[src/rtl/raiz_pkg.sv]
// Shared types and constants for the restoring square-root controller.
package raiz_pkg;

    typedef enum logic [2:0] {
        IDLE,
        CLEAR,
        SHIFT,
        LOAD,
        CMP,
        FIN
    } raiz_state_t;

    // Counter width for a given iteration count; never narrower than 1 bit.
    function automatic int cnt_w(input int iter);
        return (iter > 1) ? $clog2(iter) : 1;
    endfunction

    localparam int RAIZ_WIDTH = 32;
    localparam int RAIZ_ITER  = RAIZ_WIDTH / 2;
    localparam int RAIZ_CNT_W = cnt_w(RAIZ_ITER);

endpackage

[src/rtl/raiz_ctrl_if.sv]
// Control/status bundle between the square-root controller and its datapath.
// master: the side that raises init and returns z; slave: the controller.
interface raiz_ctrl_if;
    logic init;
    logic z;
    logic rst_dp;
    logic s_shift;
    logic s_load;
    logic s_bit;
    logic s_sub;
    logic busy;
    logic done;

    modport master (
        output init, z,
        input  rst_dp, s_shift, s_load, s_bit, s_sub, busy, done
    );

    modport slave (
        input  init, z,
        output rst_dp, s_shift, s_load, s_bit, s_sub, busy, done
    );
endinterface

[src/rtl/raiz_cnt.sv]
// Loadable down-counter for the root-digit iterations; k flags zero.
module raiz_cnt #(
    parameter int          W    = 4,
    parameter int unsigned INIT = 15
) (
    input  logic clk,
    input  logic rst,
    input  logic load,
    input  logic dec,
    output logic k
);
    logic [W-1:0] cnt_q, cnt_d;

    // Load takes priority; decrement stops at zero so the count cannot wrap.
    always_comb begin
        cnt_d = cnt_q;
        if (load)
            cnt_d = W'(INIT);
        else if (dec && (cnt_q != '0))
            cnt_d = cnt_q - W'(1);
    end

    // Count register with synchronous clear.
    always_ff @(posedge clk) begin
        if (rst) cnt_q <= '0;
        else     cnt_q <= cnt_d;
    end

    assign k = (cnt_q == '0);
endmodule

[src/rtl/raiz_ctrl.sv]
// Sequencer for the restoring square-root datapath: CLEAR, then ITER rounds
// of SHIFT/LOAD/CMP, then FIN. done is level-held until the next accepted
// init; define RAIZ_DONE_PULSE_EN to make done a one-cycle pulse instead.
module raiz_ctrl
    import raiz_pkg::*;
#(
    parameter int WIDTH = RAIZ_WIDTH,
    parameter int ITER  = WIDTH / 2
) (
    input  logic        clk,
    input  logic        rst,
    raiz_ctrl_if.slave  bus
);
    localparam int CNT_W = cnt_w(ITER);

    raiz_state_t state_q;
    logic        rst_dp_q, shift_q, load_q, cmp_q, busy_q, done_q;
    logic        cnt_load, cnt_dec, k;

    // A run is armed only from IDLE; the count steps once per non-final CMP.
    assign cnt_load = (state_q == IDLE) && bus.init;
    assign cnt_dec  = (state_q == CMP) && !k;

    raiz_cnt #(
        .W    (CNT_W),
        .INIT (ITER - 1)
    ) u_cnt (
        .clk  (clk),
        .rst  (rst),
        .load (cnt_load),
        .dec  (cnt_dec),
        .k    (k)
    );

    // State and registered strobes; each strobe is set on the edge entering its state.
    always_ff @(posedge clk) begin
        if (rst) begin
            state_q  <= IDLE;
            rst_dp_q <= 1'b0;
            shift_q  <= 1'b0;
            load_q   <= 1'b0;
            cmp_q    <= 1'b0;
            busy_q   <= 1'b0;
            done_q   <= 1'b0;
        end else begin
            rst_dp_q <= 1'b0;
            shift_q  <= 1'b0;
            load_q   <= 1'b0;
            cmp_q    <= 1'b0;
            busy_q   <= 1'b0;
            case (state_q)
                IDLE: begin
`ifdef RAIZ_DONE_PULSE_EN
                    done_q <= 1'b0;
`endif
                    if (bus.init) begin
                        state_q  <= CLEAR;
                        rst_dp_q <= 1'b1;
                        busy_q   <= 1'b1;
                        done_q   <= 1'b0;
                    end
                end
                CLEAR: begin
                    state_q <= SHIFT;
                    shift_q <= 1'b1;
                    busy_q  <= 1'b1;
                end
                SHIFT: begin
                    state_q <= LOAD;
                    load_q  <= 1'b1;
                    busy_q  <= 1'b1;
                end
                LOAD: begin
                    state_q <= CMP;
                    cmp_q   <= 1'b1;
                    busy_q  <= 1'b1;
                end
                CMP: begin
                    if (k) begin
                        state_q <= FIN;
                    end else begin
                        state_q <= SHIFT;
                        shift_q <= 1'b1;
                        busy_q  <= 1'b1;
                    end
                end
                FIN: begin
                    state_q <= IDLE;
                    done_q  <= 1'b1;
                end
                default: state_q <= IDLE;
            endcase
        end
    end

    assign bus.rst_dp  = rst_dp_q;
    assign bus.s_shift = shift_q;
    assign bus.s_load  = load_q;
    // Root bit and subtract follow the comparator only while comparing.
    assign bus.s_bit   = cmp_q & bus.z;
    assign bus.s_sub   = cmp_q & bus.z;
    assign bus.busy    = busy_q;
    assign bus.done    = done_q;
endmodule

[src/flat_wrapper.sv]
// flat-port wrapper written by rule: the top's interface ports become plain ports
module raiz_ctrl_flat import raiz_pkg::*;
#(
    parameter int WIDTH = RAIZ_WIDTH,
    parameter int ITER  = WIDTH / 2
)
  (clk, rst, bus_init, bus_z, bus_rst_dp, bus_s_shift, bus_s_load, bus_s_bit, bus_s_sub, bus_busy, bus_done);
  raiz_ctrl_if bus_i ();
  input  logic clk;
  input  logic rst;
  input wire logic [$bits(bus_i.init)-1:0] bus_init;
  input wire logic [$bits(bus_i.z)-1:0] bus_z;
  output wire logic [$bits(bus_i.rst_dp)-1:0] bus_rst_dp;
  output wire logic [$bits(bus_i.s_shift)-1:0] bus_s_shift;
  output wire logic [$bits(bus_i.s_load)-1:0] bus_s_load;
  output wire logic [$bits(bus_i.s_bit)-1:0] bus_s_bit;
  output wire logic [$bits(bus_i.s_sub)-1:0] bus_s_sub;
  output wire logic [$bits(bus_i.busy)-1:0] bus_busy;
  output wire logic [$bits(bus_i.done)-1:0] bus_done;
  assign bus_i.init = bus_init;
  assign bus_i.z = bus_z;
  assign bus_rst_dp = bus_i.rst_dp;
  assign bus_s_shift = bus_i.s_shift;
  assign bus_s_load = bus_i.s_load;
  assign bus_s_bit = bus_i.s_bit;
  assign bus_s_sub = bus_i.s_sub;
  assign bus_busy = bus_i.busy;
  assign bus_done = bus_i.done;
  raiz_ctrl #(.WIDTH(WIDTH), .ITER(ITER)) u_core (.clk(clk), .rst(rst), .bus(bus_i));
endmodule
[config.mk]
export PLATFORM = sky130hd
export DESIGN_NAME = raiz_ctrl_flat
export DESIGN_NICKNAME = d
export VERILOG_FILES = /design/src/rtl/raiz_pkg.sv /design/src/rtl/raiz_ctrl_if.sv /design/src/rtl/raiz_cnt.sv /design/src/rtl/raiz_ctrl.sv /design/src/flat_wrapper.sv
export SDC_FILE = /design/constraint.sdc
export NUM_CORES = 1
export LEC_CHECK = 0
export CAP_MARGIN = 10
export CORE_AREA = 2 2 39 41
export CTS_CLUSTER_SIZE = 16
export DETAILED_ROUTE_END_ITERATION = 6
export DIE_AREA = 0 0 41 43
export PLACE_DENSITY = 0.7
export SETUP_SLACK_MARGIN = 0.05
export SLEW_MARGIN = 20
export SYNTH_ARGS = -nofsm -noshare
export SYNTH_HDL_FRONTEND = slang
export SYNTH_SLANG_ARGS = --single-unit
[constraint.sdc]
create_clock -name clk -period 2 [get_ports clk]
set_clock_uncertainty 0.15 [all_clocks]
set_input_delay 0.5 -clock clk [delete_from_list [all_inputs] [get_ports clk]]
set_output_delay 0.5 -clock clk [all_outputs]
set_load 0.1 [all_outputs]
[After elaboration in Yosys (flattened, before gate mapping)]
Index checks and enable logic that the tools add are counted.
Word-level totals
  bits in writable memories: 0
  memories kept: 0
  flip-flop bits (word level): 13
  bits in read-only memories: 0
  output and inout bits: 7
  word-level logic and storage cells: 42
  bits in latches: 0
  bits of input ports: 4
Cells by class
  multipliers: 0
  bitwise logic cells: 2
  eq/ne operators: 6
  multiplexer cells: 13
  shifts and indexed selects: 0
  reductions and logical operators: 12
  div/mod/pow operators: 0
  magnitude comparators: 0
  add/subtract/negate cells: 1
Operators with widths (count)
  $pmux 3 s5: 1
  $mux 4: 2
  $eq 3x2->1 const B: 2
  $eq 3x3->1 const B: 2
  $mux 3: 2
  $mux 1: 5
  $logic_not 4->1: 1
  $pmux 1 s2: 2
  $reduce_bool 2->1: 2
  $reduce_bool 4->1: 1
  $sub 4x1->4 const B: 1
  $eq 3x1->1 const B: 1
  $logic_and 1x1->1: 3
  $logic_not 3->1: 1
  $pmux 1 s3: 1
  $reduce_or 3->1: 1
  $ne 2x2->1 const B: 1
  $reduce_and 2->1: 1
  $reduce_or 2->1: 1
  $and 1x1->1: 1
  $logic_not 1->1: 1
  $not 1->1: 1

[Depth between registers and ports, before layout]
  word-level depth: 6
  depth in mapped cells: 5
  depth with buffers taken out: 5

[By module]
Synthesis repeated with hierarchy kept, for this count alone.
Unflattened totals
  cells, all modules: 64
  area total of the unflattened synthesis: 619.3 um^2
By module, submodules not included
  raiz_ctrl: cells an instance 40, times used 1, area each 407.9 um^2, seq. area each 180.2 um^2
  raiz_cnt: cells an instance 24, times used 1, area each 211.5 um^2, seq. area each 80.1 um^2

[Worst setup path before layout]
No wires, ideal clock.
  path type: in2out
  start: input port bus_z
  end: output port bus_s_sub
  buffers on the path: 1
  setup slack: -0.334 ns
  cell stages on the path: 2
  arrival: 1.684 ns
  required time: 1.350 ns
  path through: and2_1 buf_4
On the way
  cells in the longest elaborated chain, start to end: 1
Ends and longest elaborated chain
  start: declaration: line flat_wrapper.sv:12  | input wire logic [$bits(bus_i.z)-1:0] bus_z;
  $and 1x1->1: line raiz_ctrl.sv:101  | assign bus.s_sub = cmp_q & bus.z;
  end: declaration: line flat_wrapper.sv:17  | output wire logic [$bits(bus_i.s_sub)-1:0] bus_s_sub;
No other way between the ends.

[Worst setup path in the final report]
  start: register u_core.u_cnt.cnt_q[0]
  end: register u_core.u_cnt.cnt_q[1]
On the way
  cells in the longest elaborated chain, start to end: 5
  elaborated cells on any way between the ends: 9
  classes of those cells: add/sub (1); mux (2); reduce/logical (6)
Ends and longest elaborated chain
  start: declaration: line raiz_cnt.sv:12  | logic [W-1:0] cnt_q, cnt_d;
  start signal: assignment: line raiz_cnt.sv:26  | else cnt_q <= cnt_d;
  branches (longest 5 deep; another with $sub 4x1->4)
Several ways; the timed one is not identified. The select of a mux whose other input is x is not followed.
A chain may end at the register's enable or synchronous reset.

==> impl.org <==
** Power
- Fraction of power consumed by combinational cells :: approximately 27%
- Switch share :: 32.96%
- Psw :: 0.0002115 W
- Cell internal power was estimated by the tool at 0.0004303 W.
- The clock network is responsible for 26.0% of the overall power.
- In this run, flip-flops and latches consume 47.0% of the power.
- For this design the static power due to leakage is 0.3219 nW.
- Power density cells :: around 780 nW/µm²
- Power comes to 0.0006419 W.
- Across the VDD grid, the largest voltage drop is 0.0004215 V.

** Global routing
- GRT overflow :: 0
- Via count of the first global-routing pass :: approximately 440
- The first global-routing pass estimated 1869 µm of wire.
- Entering global routing, the biggest net connects 14 pins.
- Global routing used about 17% of the available tracks.
- The number of antenna violations at the first check in global routing was 0.

** Placement
- Number of port buffers :: 10
- Post-detail-place hpwl :: roughly 830 µm
- At the placement stage, the worst setup path has a slack of approximately 0.014 ns.
- Final weighted congestion of routability-driven global placement :: 0.7793

** Logic synthesis
- Among all flip-flop cells after synthesis, the most frequent one is dfxtp_1.
- After synthesis, the share of flip-flops with an asynchronous set or reset is 0%.
- The synthesized design contains 0 enable-type register cells.
- The number of nets handed over by synthesis was 72.
- Number of storage elements in the synthesis netlist :: 13
- Syn Area/Cell :: roughly 9 µm²
- The cell area that synthesis handed to floorplanning was about 600 µm².
- Yosys Warn Count :: 0
- Sequential cells were found to cover 43.51% of the synthesized design area.
- Post-synth cell types :: 30
- In the synthesized netlist, the number of instances is 67.

** STA
- For the pin with the worst max-slew slack, the measured transition is roughly 0.45 ns.
- Setup repair after global routing missed its margin :: false
- Final-report setup violation count :: 0
- The worst path uses 90.59% of the clock period.
- Worst relative slew slack :: 69.91%
- Final slew viol count :: 0
- Timing would allow up to 0.5520 GHz.
- Post-route worst setup slack :: 0.1883 ns
- Hold Fails Final Rpt :: 0
- After routing, the total negative slack on setup checks comes to 0 ns.
- The routed design could run at a clock period as short as 1.812 ns.

** Die
- In this run the vertical extent of the chip is ~43 µm.
- Once the floorplan was initialized, standard cells occupied 43.22% of the core.
- Placeable Area :: 1384 µm²
- Die Wd :: 41 µm
- The floorplan has 14 rows.
- For this design the top-level I/O count stands at 11.
- The die covers 1763 µm².

** Setup path
- STA puts the critical path data arrival time at 1.85 ns.
- Among all stages on the critical path, the largest delay is contributed by or3b_2.
- In this design, the largest share of critical-path delay is due to simple AND/OR/NAND/NOR gates.
- The worst setup path is captured at a flip-flop.
- The worst setup path is of the reg -> reg kind.
- Required arrival time at the worst endpoint :: just over 2 ns
- Traced cell by cell, the critical path runs through inv_1 -> ha_2 -> or3b_2 -> and3_1 -> a221oi_1.
- CP peak stage delay :: 0.51 ns
- Critical path peak fanout :: 5
- Buffers plus inverters on the worst setup path :: 1
- STA classifies the critical path startpoint as a flip-flop.

** Route
- For this run, the detailed router's first-pass iteration total came to 4.
- The final route contains 538 vias.
- For this run, design rule violations remaining after detail routing come to 0.
- Dividing the detail-routed via count by the number of cells gives 5.663.
- In this run the remaining antenna-violating nets after routing total 0.
- Wires add up to 1161 µm.
- In the final routed layout, each cell accounts on average for 12.22 µm.
- After the first detailed-routing iteration, the DRC count stood at 7.

** Layout
- In the final layout, the share of cells above drive strength 1 is between 20 and 25%.
- Nets@finish :: 85
- Final core area utilization :: 59.67%
- The number of antenna diodes in the final layout is 0.
- From synthesis to final layout, the design area changed by 38.08%.

** Job
- The tool flagged a number of max-cap violations equal to 0.

** Clock tree
- The clock drives 13 sinks.
- H-tree lvl count :: 1
- In this run the deepest clock path goes through 2 buffers.
- The root buffer cell chosen for the clock tree is clkbuf_4.
- CTS Buf Count :: 3
- Clock network latency to the later pin of the worst-skew pair :: 0.28 ns
- For this design, the CTS-stage hold fixing added 0 buffers.
- After clock tree synthesis, the clock-pin slew on the worst setup and hold paths is about 0.080 ns.
- TritonCTS built the clock tree.

** Run status
- The flow ran to the end, and the final reports show no timing, DRC or antenna violations.

** Hold path
- The worst hold path belongs to the class reg -> reg.
per-stage QoR:
| stage | instance area [µm²] | instances | hold WS, ns |
|---|---|---|---|
| floorplan | 600.6 | 67 | 0.3053 |
| finish | 825.8 | 95 | 0.3508 |
| global placement | 794.5 | 91 | 0.3370 |
| CTS | 820.8 | 95 | 0.3513 |
| global route | 825.8 | 95 | 0.3888 |
| detailed placement | 794.5 | 91 | 0.3378 |
cell families (layout without fill, tap and decap cells):
family,after synthesis,in the layout,share of synthesized area [%]
buffers and inverters,8,20,5.650
adders and majority gates,1,1,2.092
and+or+nand+nor,30,30,30.96
AOI/OAI and AO/OA,15,15,17.78
DFF,13,13,43.51
area by class of cell:
cell class,instances,area (µm²)
multi-input cells,46,309.0
clock buffers,4,26.28
well taps,16,20.02
fillers,130,558.0
flip-flops and latches,13,260.3
inverters,2,7.507
repair buffers,14,202.7
state kept, by name, indices dropped and copies added, names as in the netlist:
signal	cells
u_core.cmp_q	1
u_core.bus.s_load	1
u_core.bus.rst_dp	1
u_core.bus.busy	1
u_core.state_q	3
u_core.bus.s_shift	1
u_core.u_cnt.cnt_q	4
u_core.bus.done	1
Yosys cell counts (2+ instances only):
cell | count | share of area, %
nor4b_1 | 2 | 2.9
nor2_1 | 7 | 4.4
nor3b_1 | 2 | 2.5
clkbuf_1 | 5 | 3.1
nand2b_1 | 2 | 2.1
or4_1 | 2 | 2.5
nor3_1 | 3 | 2.5
dfxtp_1 | 13 | 44
a211oi_1 | 2 | 2.5
nand3b_1 | 2 | 2.5
nand3_1 | 2 | 1.7
a21oi_1 | 5 | 4.2
or3b_2 | 2 | 2.9
inv_1 | 2 | 1.3
routing by layer:
metal / share of wire (%) / GRT usage [%] / routed length, µm / vias to the layer above
met1: 48 / 22.00 / 554 / 249
met4: 4.4 / 16.00 / 51 / 0
met2: 44 / 20.94 / 506 / 15
met5: 0 / 0 / 0 / -
li1: - / - / - / 269
met3: 4.1 / 3.141 / 48 / 5
timing repair:
action,in CTS,in global routing
buffers inserted,0,0
gates resized for setup,0,2
setup endpoints to repair,0,3
path summary, 6_finish.rpt:
kind                                      start                                 end  slack (ns)  cells past startpoint
max          u_core.u_cnt.cnt_q[0]$_SDFFE_PP0P_  u_core.u_cnt.cnt_q[1]$_SDFFE_PP0P_        0.19                      5
min reg2reg  u_core.u_cnt.cnt_q[0]$_SDFFE_PP0P_  u_core.u_cnt.cnt_q[0]$_SDFFE_PP0P_        0.35                      1
min          u_core.u_cnt.cnt_q[0]$_SDFFE_PP0P_  u_core.u_cnt.cnt_q[0]$_SDFFE_PP0P_        0.35                      1
max reg2reg  u_core.u_cnt.cnt_q[0]$_SDFFE_PP0P_  u_core.u_cnt.cnt_q[1]$_SDFFE_PP0P_        0.19                      5
power groups by stage:
stage          combinational [W]  sequential (W)  clock [W]
6_report                0.000174        0.000302   0.000167
2_1_floorplan          0.0000808        0.000340          0
3_5_place_dp            0.000173        0.000308          0
3_3_place_gp            0.000171        0.000308          0
5_1_grt                 0.000185        0.000305   0.000181
4_1_cts                 0.000173        0.000302   0.000172
cells in the final DEF (no fill, tap or decap), drive strengths merged, types with 2 or more instances in the layout:
cell type,synthesis,routed
inv,2,2
or4,2,2
clkbuf,5,4
nor2,7,7
buf,1,11
nand3,2,2
nand3b,2,2
a211oi,2,2
clkdlybuf4s50,0,2
nor3,3,3
a21oi,5,5
nor4b,2,2
dfxtp,13,13
or3b,2,2
nand2b,2,2
nor3b,2,2
No activity file was read; power rests on OpenSTA's default activity.
